===== src/rtl/gpr_file_mp.sv =====
// Multi-read-port register file with an in-flight-write scoreboard and a
// registered operand stage between decode and execute. Issue stalls on
// RAW/WAW hazards; writeback writes the array, clears the scoreboard and,
// when BYPASS=1, forwards its data and its scoreboard clear to the issue in
// the same cycle.
module gpr_file_mp #(
   parameter int XLEN   = 32,
   parameter int NREG   = 16,
   parameter int NRP    = 2,
   parameter int BYPASS = 1
) (
   input  logic                 clk,
   input  logic                 rst,
   input  logic                 flush,
   input  logic                 issue_valid,
   output logic                 issue_ready,
   input  logic [NRP*5-1:0]     issue_rs,
   input  logic [NRP-1:0]       issue_rs_en,
   input  logic [4:0]           issue_rd,
   input  logic                 issue_rd_we,
   output logic                 out_valid,
   input  logic                 out_ready,
   output logic [NRP*XLEN-1:0]  out_src,
   input  logic                 wb_valid,
   input  logic                 wb_we,
   input  logic [4:0]           wb_rd,
   input  logic [XLEN-1:0]      wb_data,
   output logic [NREG-1:0]      busy_vec
);

   localparam int IW = $clog2(NREG);

   logic [XLEN-1:0]     regs_reg [NREG];
   logic [NREG-1:0]     busy_reg;
   logic [NREG-1:0]     busy_next;
   logic                out_valid_reg;
   logic [NRP*XLEN-1:0] out_src_reg;
   logic [NRP*XLEN-1:0] src_next;

   logic                wb_fire;
   logic                issue_fire;
   logic                waw;
   logic [NRP-1:0]      raw_vec;
   logic [31:0]         wb_mask;
   logic [31:0]         iss_mask;
   logic [31:0]         busy32;
   logic [31:0]         ebusy32;

   // Index is a real, writable register: in range and not x0.
   function automatic logic legal(input logic [4:0] idx);
      return (idx != 5'd0) && ({1'b0, idx} < 6'(NREG));
   endfunction

   assign wb_fire = wb_valid & wb_we & legal(wb_rd);
   assign wb_mask = wb_fire ? (32'd1 << wb_rd) : 32'd0;

   // Scoreboard widened to 32 entries so any 5-bit index looks up cleanly;
   // out-of-range entries are constant zero and never stall.
   assign busy32  = 32'(busy_reg);
   assign ebusy32 = (BYPASS != 0) ? (busy32 & ~wb_mask) : busy32;

   assign waw         = issue_rd_we & ebusy32[issue_rd];
   assign issue_ready = ~flush & ~(|raw_vec) & ~waw & (~out_valid_reg | out_ready);
   assign issue_fire  = issue_valid & issue_ready;
   assign iss_mask    = (issue_fire & issue_rd_we & legal(issue_rd)) ?
                        (32'd1 << issue_rd) : 32'd0;

   genvar gi;
   generate
      for (gi = 0; gi < NRP; gi++) begin : g_port
         logic [4:0]      rs;
         logic [XLEN-1:0] rdata;

         assign rs          = issue_rs[5*gi +: 5];
         assign raw_vec[gi] = issue_rs_en[gi] & ebusy32[rs];

         // Operand select: unused port -> 0, forwarded writeback, array, or 0 when out of range.
         always_comb begin
            rdata = '0;
            if (!issue_rs_en[gi]) begin
               rdata = '0;
            end else if ((BYPASS != 0) && wb_fire && (wb_rd == rs)) begin
               rdata = wb_data;
            end else if (legal(rs)) begin
               rdata = regs_reg[rs[IW-1:0]];
            end
         end

         assign src_next[XLEN*gi +: XLEN] = rdata;
      end
   endgenerate

   // Scoreboard update: writeback clears first, so a same-cycle issue set wins.
   always_comb begin
      busy_next = busy_reg;
      if (flush) begin
         busy_next = '0;
      end else begin
         busy_next = NREG'((busy32 & ~wb_mask) | iss_mask);
      end
   end

   // Register array; writeback lands even in a flush cycle.
   always_ff @(posedge clk or posedge rst) begin
      if (rst) begin
         for (int i = 0; i < NREG; i++) begin
            regs_reg[i] <= '0;
         end
      end else if (wb_fire) begin
         regs_reg[wb_rd[IW-1:0]] <= wb_data;
      end
   end

   // Scoreboard state.
   always_ff @(posedge clk or posedge rst) begin
      if (rst) begin
         busy_reg <= '0;
      end else begin
         busy_reg <= busy_next;
      end
   end

   // Operand output stage: load on issue, drain on out_ready, hold under backpressure.
   always_ff @(posedge clk or posedge rst) begin
      if (rst) begin
         out_valid_reg <= 1'b0;
         out_src_reg   <= '0;
      end else if (flush) begin
         out_valid_reg <= 1'b0;
         out_src_reg   <= '0;
      end else if (issue_fire) begin
         out_valid_reg <= 1'b1;
         out_src_reg   <= src_next;
      end else if (out_ready) begin
         out_valid_reg <= 1'b0;
      end
   end

   assign out_valid = out_valid_reg;
   assign out_src   = out_src_reg;
   assign busy_vec  = busy_reg;

endmodule


===== config.mk =====
export PLATFORM = sky130hd
export DESIGN_NAME = gpr_file_mp
export DESIGN_NICKNAME = d
export VERILOG_FILES = /design/src/rtl/gpr_file_mp.sv
export SDC_FILE = /design/constraint.sdc
export NUM_CORES = 2
export LEC_CHECK = 0
export BUFFER_PORTS_ARGS = -buffer_cell sky130_fd_sc_hd__buf_2
export CAP_MARGIN = 20
export CORE_ASPECT_RATIO = 1.2
export CORE_MARGIN = 5
export CORE_UTILIZATION = 45
export DETAILED_ROUTE_END_ITERATION = 6
export PLACE_DENSITY = 0.65
export SYNTH_ARGS = -nofsm -noshare
export SYNTH_HDL_FRONTEND = slang
export SYNTH_SLANG_ARGS = --single-unit

===== constraint.sdc =====
create_clock -name clk -period 18.34 [get_ports clk]
set_clock_uncertainty 0.15 [all_clocks]
set_input_delay 1.834 -clock clk [delete_from_list [all_inputs] [get_ports clk]]
set_output_delay 1.834 -clock clk [all_outputs]
set_load 0.05 [all_outputs]

* Word level (Yosys, flattened, before mapping)
Cells that the tools add are included.
Widths: inputs -> output; s select.
** Operators by class
- Magnitude comparators :: 11
- Equal/unequal tests :: 2
- Shift-type cells :: 2
- Mux-type cells :: 29
- Bitwise operators :: 22
- Reductions and logical operators :: 14
** Operator list (number)
- $bwmux 512 :: 1
- $mux 32 :: 12
- $bmux 32 s4 :: 2
- $demux 32 s4 :: 1
- $mux 64 :: 2
- $and 16x32->32 :: 1
- $mux 16 :: 2
- $not 32->32 :: 1
- $shl 1x5->32 const A :: 1
- $lt 5x5->1 const B :: 4
- $reduce_bool 5->1 :: 4
- $lt 5x6->1 const B :: 3
- $or 16x16->16 :: 1
- $shl 1x5->16 const A :: 1
- $bmux 1 s5 :: 3
- $ge 5x5->1 const B :: 3
- $not 4->5 :: 3
- $and 1x1->1 :: 11
- $eq 5x5->1 :: 2
- $logic_and 1x1->1 :: 7
- $mux 1 :: 6
- $lt 5x1->1 const B :: 1
- $not 1->1 :: 4
- $reduce_bool 3->1 :: 1
- 3 further kinds :: 3
** Word-level totals
- Register bits after elaboration :: 593
- Bits of input ports :: 62
- Output and inout bits :: 82
- Word-level logic and storage cells :: 99

* Longest topological paths before layout
- Depth after elaboration :: 20
- Mapped depth :: 11
- Gate-level depth less buffers :: 7

* Least setup slack after synthesis
Ideal clock, no wire load.
- Path kind :: input to output
- Start point :: input wb_rd[2]
- End point :: output issue_ready
- Arrival :: 3703 ps
- Data required time :: 16356 ps
- Path slack :: 12653 ps
- Stages on the path :: 7
- Path buffers :: 2
- Path through :: buf_2 > buf_1 > o41ai_1 > o2bb2ai_1 > o32ai_1 > a222oi_1 > and3b_1
** Between the ends
- Cells in the longest elaborated chain, start to end :: 14
- Elaborated cells between the ends (all ways) :: 23
- Those cells by class :: 1 x order compare; 1 x shift; 7 x mux; 11 x bitwise; 3 x reduce/logical
** Ends and longest elaborated chain
- from (decl) :: line 26 : input logic [4:0] wb_rd,
- $lt 5x5->1 / $reduce_bool 5->1 (equally long branches) :: line 51 : return (idx != 5'd0) && ({1'b0, idx} < 6'(NREG));
- $logic_and 1x1->1 :: line 51
- $and 1x1->1 :: line 54 : assign wb_fire = wb_valid & wb_we & legal(wb_rd);
- $mux 32 * :: line 55 : assign wb_mask = wb_fire ? (32'd1 << wb_rd) : 32'd0;
- $not 32->32 *
- $and 16x32->32 *
- $bmux 1 s5 :: line 75 : assign raw_vec[gi] = issue_rs_en[gi] & ebusy32[rs];
- $mux 1 (not written as such) :: line 75
- $and 1x1->1 :: line 75
- $reduce_or 2->1 :: line 63 : assign issue_ready = ~flush & ~(|raw_vec) & ~waw & (~out_valid_reg | out_ready);
- $not 1->1 :: line 63
- $and 1x1->1 :: line 63
- $and 1x1->1 * (2 in series) :: line 63
- to (decl) :: line 16 : output logic issue_ready,
Mark *: on every way between the ends. The rest lies on a longest branch, timed or not. The select of a mux whose other input is x is not followed.

* Final worst setup path
- Start point :: input issue_rs[1]
- End point :: output issue_ready
** Between the ends
- Cells in the longest elaborated chain, start to end :: 8
** Ends and longest elaborated chain
- from (decl) :: line 17 : input logic [NRP*5-1:0] issue_rs,
- $bmux 1 s5 :: line 75
- $mux 1 (not written as such) :: line 75
- $and 1x1->1 :: line 75
- $reduce_or 2->1 :: line 63
- $not 1->1 :: line 63
- $and 1x1->1 (3 in series) :: line 63
Every way passes these cells. The select of a mux whose other input is x is not followed.

==> flow_summary.json <==
{
  "dpl.hpwl_mm": 50.02,
  "clkTransAtPathRegs_ns": 0.06,
  "core_mm2": 0.07069,
  "worst_pin_slew_ns": 1.164,
  "dp_cells": 3222,
  "die_w_um": 253.3,
  "drcViolationCount": 0,
  "synthTopCellsByArea": "dfrtp_1 (46%), mux4_2 (23%), mux2_2 (15%), nand2_1 (4.1%), mux2i_1 (2.3%)",
  "ys.flop_type": "dfrtp_1",
  "r2r_start": "busy_vec[6]$_DFF_PP0_",
  "tns_ns": 0,
  "max-cap-violations": 0,
  "fin_nets": 2420,
  "holdCritPathClass": "reg -> reg",
  "vias": 20600,
  "syn_inst": 2367,
  "critPathCaptureType": "primary output",
  "die-area_mm2": 0.07649,
  "rsz0062_at_grt": "false",
  "yosys_warnings": 0,
  "drt_iter0_drc": 1817,
  "viasPerCell": 6.176,
  "grt_usage_pct": 23.57,
  "syn-num-nets": 2429,
  "insertion_delay_ns": 0.64,
  "powerDensity_mw_per_mm2": 93.84,
  "firstDrtPassIters": 5,
  "overflow": 0,
  "final_area_mm2": 0.03527,
  "largest_reg_flops": 512,
  "initial_core_util_pct": 45.22,
  "relSlewSlack_pct": 22.43,
  "path_max_fanout": 81,
  "multi_input_area_mm2": 0.01592,
  "antenna_found_initial": 6,
  "min-delay-start": "regs_reg[503]$_DFFE_PP0P_",
  "cts_resized": 0,
  "cp.arrival_ns": 5.51,
  "fin_crit_sh_pct": 40.85,
  "cts.path.max_buffers": 3,
  "busiest_layer": "met2",
  "yosys.area.top_type": "dfrtp_1",
  "finalHoldViolCount": 0,
  "min_path_cells": 0,
  "grt_pass1_wl_mm": 138.7,
  "grt_pass1_vias": 22080,
  "setup_viol": 0,
  "drt_wl_total_mm": 89.92,
  "h-tree-depth": 2,
  "ff_latch_area_mm2": 0.01484,
  "cts_root_buf": "clkbuf_16",
  "status": "complete, no violations",
  "period_needed_ns": 7.492,
  "path_class": "in -> out",
  "wl_per_cell_um": 26.95,
  "cts_hold_buf": 0,
  "areaGrowthSynthToFinish_pct": 10.32,
  "ant_nets": 0,
  "cts_buffers": 58,
  "port_buffers": 143,
  "seq_area_frac_synth_pct": 46.42,
  "postLayoutSetupSlackWorst_ns": 10.85,
  "fmax_ghz": 0.1335,
  "fp-row-count": 107,
  "die_height_um": 302.0,
  "startpoint_type": "input port",
  "cp-startpoint": "issue_rs[1]",
  "hold_slack_ns": 0.2457,
  "gp_congestion": 0.8223,
  "reg2reg_depth": 8,
  "final_cell_mix": "dfrtp_1 (593), mux2_2 (418), nand2_1 (345), mux4_2 (321), buf_2 (137)",
  "instances_no_fill": 3336,
  "netlist_area_mm2": 0.03197,
  "placed_area_mm2": 0.03324,
  "peakVddDrop_mv": 0.07794,
  "grt.met3_usage_pct": 3.293,
  "synth_area_per_cell_um2": 13.51,
  "fill_cells": 6025,
  "use_met1_pct": 31.07,
  "cts_tree": "yes",
  "synth_cell_type_count": 63,
  "grt_util_met2_pct": 40.64,
  "ios": 144,
  "fin_util_pct": 49.89,
  "grt_max_degree": 163,
  "ys_ff_latch": 593,
  "leakage_nw": 16.10,
  "power_mw": 3.310,
  "synth-edff-count": 0,
  "synth_top_area_share_pct": 46.42,
  "worstPathRequired_ns": 16.36,
  "pre_cts_slack_ns": 10.98,
  "clkSinkCount": 593,
  "async_reset_ff_share_pct": 100.0,
  "cts_setup_buffers": 0,
  "finalMaxSlewViolations": 0,
  "drive_gt1_share_pct": 43.29,
  "mostFrequentLayoutCell": "dfrtp_1"
}
report_power, final:
part | internal (mW) | total (mW) | switching, mW
registers | 1.45 | 1.55 | 0.102
logic | 0.298 | 0.534 | 0.236
clock network | 0.697 | 1.22 | 0.525
total | 2.45 | 3.31 | 0.862
metal layers:
metal / vias up / wire (um)
li1: 8674 / -
met1: 11010 / 35510
met2: 734 / 46200
met3: 188 / 5039
met4: 2 / 3145
met5: - / 13
layout make-up:
cell class	count	share of cell area [%]
Antenna cell	3	0.02129
Multi-Input combinational cell	1450	45.15
Tap cell	926	3.285
Clock buffer	89	5.048
Timing Repair Buffer	183	3.133
Sequential cell	593	42.07
Clock inverter	20	0.5144
Inverter	72	0.7769
path summary, 6_finish.rpt:
check | to | slack (ns)
max | issue_ready | 10.85
min | regs_reg[503]$_DFFE_PP0P_ | 0.25
max reg2reg | busy_vec[8]$_DFF_PP0_ | 14.90
min reg2reg | regs_reg[503]$_DFFE_PP0P_ | 0.25
max in group asynchronous | regs_reg[407]$_DFFE_PP0P_ | 13.45
min in group asynchronous | out_src[6]$_DFFE_PP0P_ | 1.06
cell families (layout without fill, tap and decap cells):
logic type             count (synthesis)  in the layout  share of synthesized area [%]
AO/OA/AOI/OAI                        133            133                          2.669
XOR/XNOR                              10             10                         0.2740
buffers and inverters                324            364                          4.000
flip-flops                           593            593                          46.42
multiplexers                         813            813                          39.66
other                                  0              3                              0
AND/OR/NAND/NOR                      494            494                          6.982
synthesized netlist by cell type, drive strengths merged, types with 2 or more instances:
cell and count:
nand2b 72, a31oi 2, o32ai 10, mux4 321
clkbuf 189, nand3b 8, o211a 2, xnor2 6
mux2i 74, nand4b 3, xor2 4, o31ai 11
inv 72, nand2 346, or2 2, dfrtp 593
o311ai 4, or4 2, nor2 16, nor3b 2
o2111ai 3, nand4 7, nor2b 10, o221ai 2
nand3 8, nor3 3, nor4b 2, a32oi 2
a211o 3, a21oi 9, buf 63, a21boi 2
o21ai 68, and3b 3, or3 3, mux2 418
nor4 2, o211ai 2, and3 2
worst max-delay path: stages:
cell	delay [ns]
buf_6	0.69
buf_4	0.91
mux2i_1	0.28
a211oi_1	0.10
o21ai_0	0.12
o2111ai_1	0.13
a222oi_1	0.73
and3b_1	0.26
buf_2	0.27
No activity file was read; power rests on OpenSTA's default activity.
